File: src/rtl/alu_decoder_pipe.sv
// Registered, handshaked ALU control decoder for the MIPS32 EX stage.
// Maps alu_op/funct to an extended control code and sequences multi-cycle MULT/DIV issue.
module alu_decoder_pipe #(
    parameter int unsigned CTRL_W      = 4,
    parameter int unsigned MD_CYCLES   = 32,
    parameter bit          LEGACY_MODE = 1'b0
) (
    input  logic              clk,
    input  logic              reset,
    input  logic              in_valid,
    output logic              in_ready,
    input  logic [2:0]        alu_op,
    input  logic [5:0]        funct,
    output logic              out_valid,
    input  logic              out_ready,
    output logic [CTRL_W-1:0] alu_ctrl,
    output logic              illegal,
    output logic              md_start,
    output logic              md_busy
);

    localparam int unsigned CNT_W = $clog2(MD_CYCLES + 1);

    typedef enum logic [3:0] {
        CTRL_AND  = 4'h0, CTRL_OR    = 4'h1, CTRL_ADD  = 4'h2, CTRL_XOR  = 4'h3,
        CTRL_NOR  = 4'h4, CTRL_SLL   = 4'h5, CTRL_SUB  = 4'h6, CTRL_SLT  = 4'h7,
        CTRL_SRL  = 4'h8, CTRL_SRA   = 4'h9, CTRL_SLTU = 4'hA, CTRL_LUI  = 4'hB,
        CTRL_MULT = 4'hC, CTRL_MULTU = 4'hD, CTRL_DIV  = 4'hE, CTRL_DIVU = 4'hF
    } alu_code_e;

    typedef enum logic {IDLE, MD_BUSY} state_e;

    state_e           state;
    logic [CNT_W-1:0] md_cnt;
    alu_code_e        dec_code;
    logic             dec_illegal;
    logic             dec_md;
    logic             legacy_funct_ok;
    logic             accept;

    assign in_ready = (state == IDLE) && (!out_valid || out_ready);
    assign accept   = in_valid && in_ready;

    assign legacy_funct_ok = funct inside {6'b100000, 6'b100010, 6'b100100, 6'b100101, 6'b101010};

    always_comb begin
        dec_code    = CTRL_ADD;
        dec_illegal = 1'b0;
        case (alu_op)
            3'b000: dec_code = CTRL_ADD;
            3'b001: dec_code = CTRL_SUB;
            3'b010: begin
                case (funct)
                    6'b100000, 6'b100001: dec_code = CTRL_ADD;
                    6'b100010, 6'b100011: dec_code = CTRL_SUB;
                    6'b100100: dec_code = CTRL_AND;
                    6'b100101: dec_code = CTRL_OR;
                    6'b100110: dec_code = CTRL_XOR;
                    6'b100111: dec_code = CTRL_NOR;
                    6'b101010: dec_code = CTRL_SLT;
                    6'b101011: dec_code = CTRL_SLTU;
                    6'b000000: dec_code = CTRL_SLL;
                    6'b000010: dec_code = CTRL_SRL;
                    6'b000011: dec_code = CTRL_SRA;
                    6'b011000: dec_code = CTRL_MULT;
                    6'b011001: dec_code = CTRL_MULTU;
                    6'b011010: dec_code = CTRL_DIV;
                    6'b011011: dec_code = CTRL_DIVU;
                    default:   dec_illegal = 1'b1;
                endcase
            end
            3'b011: dec_code = CTRL_AND;
            3'b100: dec_code = CTRL_OR;
            3'b101: dec_code = CTRL_XOR;
            3'b110: dec_code = CTRL_SLT;
            default: dec_code = CTRL_LUI;
        endcase
        // Legacy subset is applied as a filter over the full decode
        if (LEGACY_MODE) begin
            if (alu_op > 3'b010 || (alu_op == 3'b010 && !legacy_funct_ok)) begin
                dec_illegal = 1'b1;
            end
        end
        if (dec_illegal) begin
            dec_code = CTRL_ADD;
        end
    end

    assign dec_md = !dec_illegal && (alu_op == 3'b010) && (funct[5:2] == 4'b0110);

    always_ff @(posedge clk or posedge reset) begin
        if (reset) begin
            state     <= IDLE;
            md_cnt    <= '0;
            out_valid <= 1'b0;
            alu_ctrl  <= CTRL_W'(CTRL_ADD);
            illegal   <= 1'b0;
            md_start  <= 1'b0;
            md_busy   <= 1'b0;
        end else begin
            md_start <= 1'b0;

            if (accept) begin
                out_valid <= 1'b1;
                alu_ctrl  <= CTRL_W'(dec_code);
                illegal   <= dec_illegal;
            end else if (out_ready) begin
                out_valid <= 1'b0;
            end

            case (state)
                IDLE: begin
                    if (accept && dec_md) begin
                        state    <= MD_BUSY;
                        md_busy  <= 1'b1;
                        md_start <= 1'b1;
                        md_cnt   <= CNT_W'(MD_CYCLES);
                    end
                end
                MD_BUSY: begin
                    // Leaving on count 1 keeps md_busy high for exactly MD_CYCLES cycles
                    if (md_cnt <= CNT_W'(1)) begin
                        state   <= IDLE;
                        md_busy <= 1'b0;
                        md_cnt  <= '0;
                    end else begin
                        md_cnt <= md_cnt - CNT_W'(1);
                    end
                end
                default: begin
                    state   <= IDLE;
                    md_busy <= 1'b0;
                end
            endcase
        end
    end

endmodule

File: config.mk
export PLATFORM = sky130hd
export DESIGN_NAME = alu_decoder_pipe
export DESIGN_NICKNAME = d
export VERILOG_FILES = /design/src/rtl/alu_decoder_pipe.sv
export SDC_FILE = /design/constraint.sdc
export NUM_CORES = 1
export LEC_CHECK = 0
export BUFFER_PORTS_ARGS = -buffer_cell sky130_fd_sc_hd__clkbuf_2
export CORE_ASPECT_RATIO = 1.5
export CORE_MARGIN = 4
export CORE_UTILIZATION = 41
export DETAILED_ROUTE_END_ITERATION = 12
export MAX_ROUTING_LAYER = met4
export PLACE_DENSITY_LB_ADDON = 0.15
export SLEW_MARGIN = 15
export SYNTH_ARGS = -nofsm -noshare
export SYNTH_HDL_FRONTEND = slang
export SYNTH_SLANG_ARGS = --single-unit
File: constraint.sdc
create_clock -name clk -period 2 [get_ports clk]
set_clock_uncertainty 0.15 [all_clocks]
set_input_delay 0.2 -clock clk [delete_from_list [all_inputs] [get_ports clk]]
set_output_delay 0.2 -clock clk [all_outputs]
set_load 0.02 [all_outputs]
# Word-level counts from Yosys, hierarchy flattened
# Cells that the tools add are included.
# totals
latchBits,0
ram_bits,0
regBits,15
inputBits,13
memories,0
word_cells,66
out_inout_bits,9
romBits,0
# classes
eq_ne,25
n_bitwise,1
shifts,0
n_reduce_logical,14
n_addsub,1
n_mul,0
order_cmp,1
div_mod_pow,0
muxes,17
# ops
op,n
"6-bit equality test, second input constant",10
4-bit one-hot mux with 14 select lines,1
4-bit one-hot mux with 7 select lines,1
"6-bit by 5-bit equality test with 1-bit output, second input constant",4
17-bit OR reduction,1
"6-bit by 2-bit equality test with 1-bit output, second input constant",2
6-bit 2-to-1 mux,2
6-bit one-hot mux with 2 select lines,1
"3-bit equality test, second input constant",3
1-bit 2-to-1 mux,9
"3-bit by 2-bit equality test with 1-bit output, second input constant",2
"6-bit by 1-bit less-or-equal comparator with 1-bit output, second input constant",1
6-bit zero test,1
"6-bit by 1-bit subtractor with 6-bit output, second input constant",1
1-bit logical AND,5
"4-bit by 3-bit equality test with 1-bit output, second input constant",1
4-bit 2-to-1 mux,1
"2-bit by 1-bit != test with 1-bit output, second input constant",2
1-bit one-hot mux with 2 select lines,2
"3-bit by 1-bit equality test with 1-bit output, second input constant",1
3-bit zero test,1
1-bit zero test,2
2-bit AND reduction,1
2-bit nonzero test,1
3 further kinds,3

# Longest topological paths before layout
# depth
ltp_word,10
depth_mapped,7
ltp_nobuf,7

# Worst setup path before layout
# Ideal clock, no wire load.
# synth_timing
path_type,register to register
start,register out_valid
end,register md_cnt[2]
path_buffers,0
period_less_slack_ps,1852
path_slack_ps,148
path_stages_with_launch,8
required_ps,1724
setup_ps,126
arrival_ps,1576
cell_sequence,dfrtp_1 nand2b_1 nand3_1 or4_4 inv_2 nor2_2 o21ai_1 o21ai_1
# synth_via
elab_chain_len,6
# synth_lines
element,line,source
start: declaration,14,"output logic out_valid,"
start signal: assignment,95,out_valid <= 1'b0;
start signal: assignment,104,out_valid <= 1'b1;
start signal: assignment,108,out_valid <= 1'b0;
1-bit zero test,41,assign in_ready = (state == IDLE) && (!out_valid || out_ready);
1-bit logical OR,41,
1-bit logical AND,41,
1-bit logical AND,42,assign accept = in_valid && in_ready;
1-bit logical AND,113,if (accept && dec_md) begin
2-bit by 1-bit != test with 1-bit output (no line),--,
end signal: assignment,117,md_cnt <= CNT_W'(MD_CYCLES);
end signal: assignment,127,md_cnt <= md_cnt - CNT_W'(1);
end: declaration,34,logic [CNT_W-1:0] md_cnt;
# Every way passes these cells.
# A chain may end at the register's enable or synchronous reset.

# Worst setup path in the final report
# Ends and elaborated chain as after synthesis.

==> summary.md <==
| Metric | Value |
|---|---|
| Post-route insts no fill | `170` |
| Via count | `959` |
| Cell count after placement | `165` |
| Average vias per placed instance | `5.64` |
| Number of iterations in the first detailed-routing pass | `4` |
| CP max FO | `5` |
| Number of flip-flops and latches in the synthesized netlist | `15` |
| Cell variety after synth | `44` |
| Gate Count Post-Synth | `122` |
| Buffer cell driving the clock tree root | `sky130_fd_sc_hd__clkbuf_4` |
| Final Slew Violations | `0` |
| CTS H-Tree Depth | `1` |
| GR Layer Usage met3 | `1.29%` |
| First-pass GRT wire length | `3.82 mm` |
| Power density relative to cell area | `477 mW/mm^2` |
| Result of the run | `finished clean` |
| Number of max-capacitance violations reported | `0` |
| Critical path startpoint category | `register` |
| Part of the total power dissipated in the clock network | `31.0%` |
| TritonCTS clock tree | `done` |
| Net Sw Power | `156 uW` |
| Placed wire-length estimate after detailed placement | `1.70 mm` |
| Count of antenna-violating nets left after detailed routing | `0` |
| Register clock-pin slew on the reported worst setup and hold paths | `0.10 ns` |
| Vias in the first global route | `919` |
| Crit Path Class | `reg -> reg` |
| Sequential area share after synthesis | `36.9%` |
| X dimension of the die | `48.7 microns` |
| Category of cells accounting for the largest share of critical-path delay | `simple AND/OR/NAND/NOR gates` |
| Relative max-transition margin | `62.9%` |
| Clock Path Buffers | `2` |
| Final setup TNS | `0 ns` |
| Pin count of the biggest net entering global routing | `16` |
| GRT Overall Usage | `14.2%` |
| Worst Hold Margin | `0.0566 ns` |
| Class of the tightest hold or removal check | `in -> reg` |
| Fraction of final layout cells sized beyond drive strength 1 | `26.5%` |
| Remaining Overflow, GRT | `0` |
| Unrepaired setup endpoints after global routing | `no` |
| DRC Markers | `0` |
| Total standard cell area after synthesis | `0.00102 sq mm` |
| CP Data Arrival Time | `1.86 ns` |
| Internal power | `415 uW` |
| Final Routed Wirelength | `2.17 mm` |
| Total power consumption of the routed design | `572 uW` |
| CP cell instances | `nand2b_1 > nand3_2 > or4_4 > inv_2 > nor2_2 > o21ai_1 > o21ai_1` |
| Net count reported at finish | `163` |
| Critical Path Sink Type | `register` |
| Number of ports placed on the die boundary | `22` |
| Static leakage | `0.563 nW` |
| Worst skew pair latency | `0.29 ns` |
| Gr busiest metal | `met2` |
| Number of buffers inserted by post-CTS setup repair | `0` |
| Number of violations reported at the end of detailed-routing iteration 0 | `25` |
| Placer congestion estimate | `0.880` |
| Combinational share of power | `16.0%` |
| Area growth from synthesis to final layout | `17.5%` |
| CTS Buf Count | `3` |
| Std cell rows | `21` |
| Worst path most repeated cell | `sky130_fd_sc_hd__o21ai_1` |
| Clock net sink count | `15` |
| Net Sw Frac | `27.3%` |
| Tightest Pin Transition | `0.555 ns` |
| Wire per inst | `12.8 microns` |
| Final setup vio count | `0` |
| Fin crit period | `1.83 ns` |
| Post-Syn Nets | `137` |
| Worst supply voltage drop on vdd | `0.203 mV` |
| Initial Utilization | `44.1%` |
| Area inside the core boundary | `0.00231 sq mm` |
| Critical Path RT | `2.03 ns` |
| Buffers on Ports | `21` |
| Peak clock frequency supported by timing | `547 MHz` |
| Die outline area | `0.00337 sq mm` |
| Count of buffering cells on the critical path with inverters included | `1` |
| Fraction of met2 tracks used by global routing | `24.1%` |
| Utilization after layout | `51.8%` |
| CP peak stage delay | `0.56 ns` |
| Vert. Die Dim | `69.1 microns` |
| Crit path max-delay cell type | `sky130_fd_sc_hd__or4_4` |
| Average footprint of a synthesized cell | `8.36 sq um` |
| Synthesis warning total | `0` |
| Final Hold Violating Endpoints | `0` |
| Initial antenna violation count | `0` |
| Part of the power in registers | `53.0%` |
| Final worst path period share | `91.4%` |
| GR Layer Usage met1 | `15.7%` |
| Diode count | `0` |
-- through the flow --
stage | cell area (sq um) | setup slack, ns
2_1_floorplan | 1020 | 0.148
3_3_place_gp | 1160 | 0.172
3_5_place_dp | 1160 | 0.111
4_1_cts | 1190 | 0.101
5_1_grt | 1200 | 0.00735
6_report | 1200 | 0.172
-- power groups by stage --
stage	Sequential [mW]	Combinational (mW)	Clock (mW)
final	0.303	0.0913	0.177
after global routing	0.303	0.101	0.193
after CTS	0.303	0.0910	0.178
after detailed placement	0.309	0.0894	0
after global placement	0.309	0.0872	0
after floorplan	0.309	0.0593	0
-- worst paths after layout --
path | startpoint | to | slack (ns) | cells after the start
worst max-delay path | out_valid$_DFFE_PP0P_ | md_cnt[2]$_DFFE_PP0P_ | 0.17 | 7
worst min-delay path | in_valid | out_valid$_DFFE_PP0P_ | 0.06 | 3
worst max register to register | out_valid$_DFFE_PP0P_ | md_cnt[2]$_DFFE_PP0P_ | 0.17 | 7
worst min register to register | alu_ctrl[0]$_DFFE_PP0P_ | alu_ctrl[0]$_DFFE_PP0P_ | 0.34 | 2
max in group asynchronous | reset | alu_ctrl[1]$_DFFE_PP1P_ | 1.00 | 3
min in group asynchronous | reset | md_cnt[3]$_DFFE_PP0P_ | 0.33 | 3
-- area by class of cell --
type	count	area, sq um
Fill cell	224	1110
Tap cell	23	28.8
Timing Repair Buffer	27	153
Clock inverter	1	5.00
Inverter	11	41.3
Multi-Input combinational cell	90	572
Clock buffer	3	22.5
Sequential cell	15	377
-- registers in the layout (all words and copies together) (netlist names) --
signal	cells
alu_ctrl	4
illegal	1
md_busy	1
md_cnt	6
md_start	1
out_valid	1
state	1
-- worst reg2reg max path, cell delays in order (launching register included) --
cell and delay (ns):
sky130_fd_sc_hd__dfrtp_1 0.39, sky130_fd_sc_hd__nand2b_1 0.13, sky130_fd_sc_hd__nand3_2 0.14, sky130_fd_sc_hd__or4_4 0.56, sky130_fd_sc_hd__inv_2 0.09, sky130_fd_sc_hd__nor2_2 0.06, sky130_fd_sc_hd__o21ai_1 0.13, sky130_fd_sc_hd__o21ai_1 0.07
-- cells in the final DEF, fill, tap and decap left out, types with 2 or more instances in the layout --
cell,Yosys,routed
sky130_fd_sc_hd__nand3_1,4,3
sky130_fd_sc_hd__buf_4,0,5
sky130_fd_sc_hd__nor4_1,2,2
sky130_fd_sc_hd__dfrtp_1,14,14
sky130_fd_sc_hd__and3_1,2,2
sky130_fd_sc_hd__xor2_1,2,2
sky130_fd_sc_hd__nand2_1,15,15
sky130_fd_sc_hd__clkbuf_4,0,3
sky130_fd_sc_hd__nand4bb_1,2,2
sky130_fd_sc_hd__o211ai_1,2,2
sky130_fd_sc_hd__ha_1,2,2
sky130_fd_sc_hd__o21ai_1,10,10
sky130_fd_sc_hd__inv_1,10,10
sky130_fd_sc_hd__a21oi_1,3,3
sky130_fd_sc_hd__nor2_1,9,9
sky130_fd_sc_hd__nand2b_1,5,5
sky130_fd_sc_hd__a22oi_1,2,2
sky130_fd_sc_hd__nor3_1,5,5
sky130_fd_sc_hd__clkbuf_2,0,21
sky130_fd_sc_hd__a31oi_1,3,3
-- routing by layer --
metal	share of wire, %	wire [microns]	vias up
met5	0	0	-
met4	2.9	64	0
met3	4.2	92	5
met2	51	1110	26
met1	41	898	442
li1	-	-	486
-- timing repair --
item	CTS	global route
endpoints found under the hold margin	14	0
gates resized for setup	0	1
hold buffers	1	0
setup endpoints to repair	0	4
-- cell usage after synthesis (all sizes together) --
cell	n	area [sq um]
a41oi	1	8.76
and2	1	6.26
nor3	5	25.0
nand4	1	6.26
o21ai	12	63.8
o211ai	2	15.0
a2bb2oi	1	8.76
dfstp	1	26.3
ha	2	25.0
or4	1	11.3
nand3b	1	7.51
nor2b	1	6.26
xnor2	1	8.76
and3	2	12.5
o21a	1	7.51
a32oi	1	8.76
nor4	2	12.5
a32o	1	10.0
xor2	2	17.5
nand4bb	2	22.5
buf	6	35.0
inv	11	41.3
nor2	10	40.0
a21oi	3	15.0
o221ai	1	8.76
o22a	1	8.76
a2111oi	1	27.5
o31ai	1	7.51
a31oi	3	18.8
nor3b	1	7.51
nand3	4	20.0
nand2b	5	31.3
nand2	16	62.6
o311ai	1	8.76
or3	1	11.3
dfrtp	14	350
a22oi	2	15.0
-- cells by family after synthesis --
group	share of synthesized area, %
simple gates	27.7
fa+ha+maj	2.45
compound gates	22.8
buf+inv	7.48
flops	36.9
xor+xnor	2.58
Power figures use the tool's default switching activity.
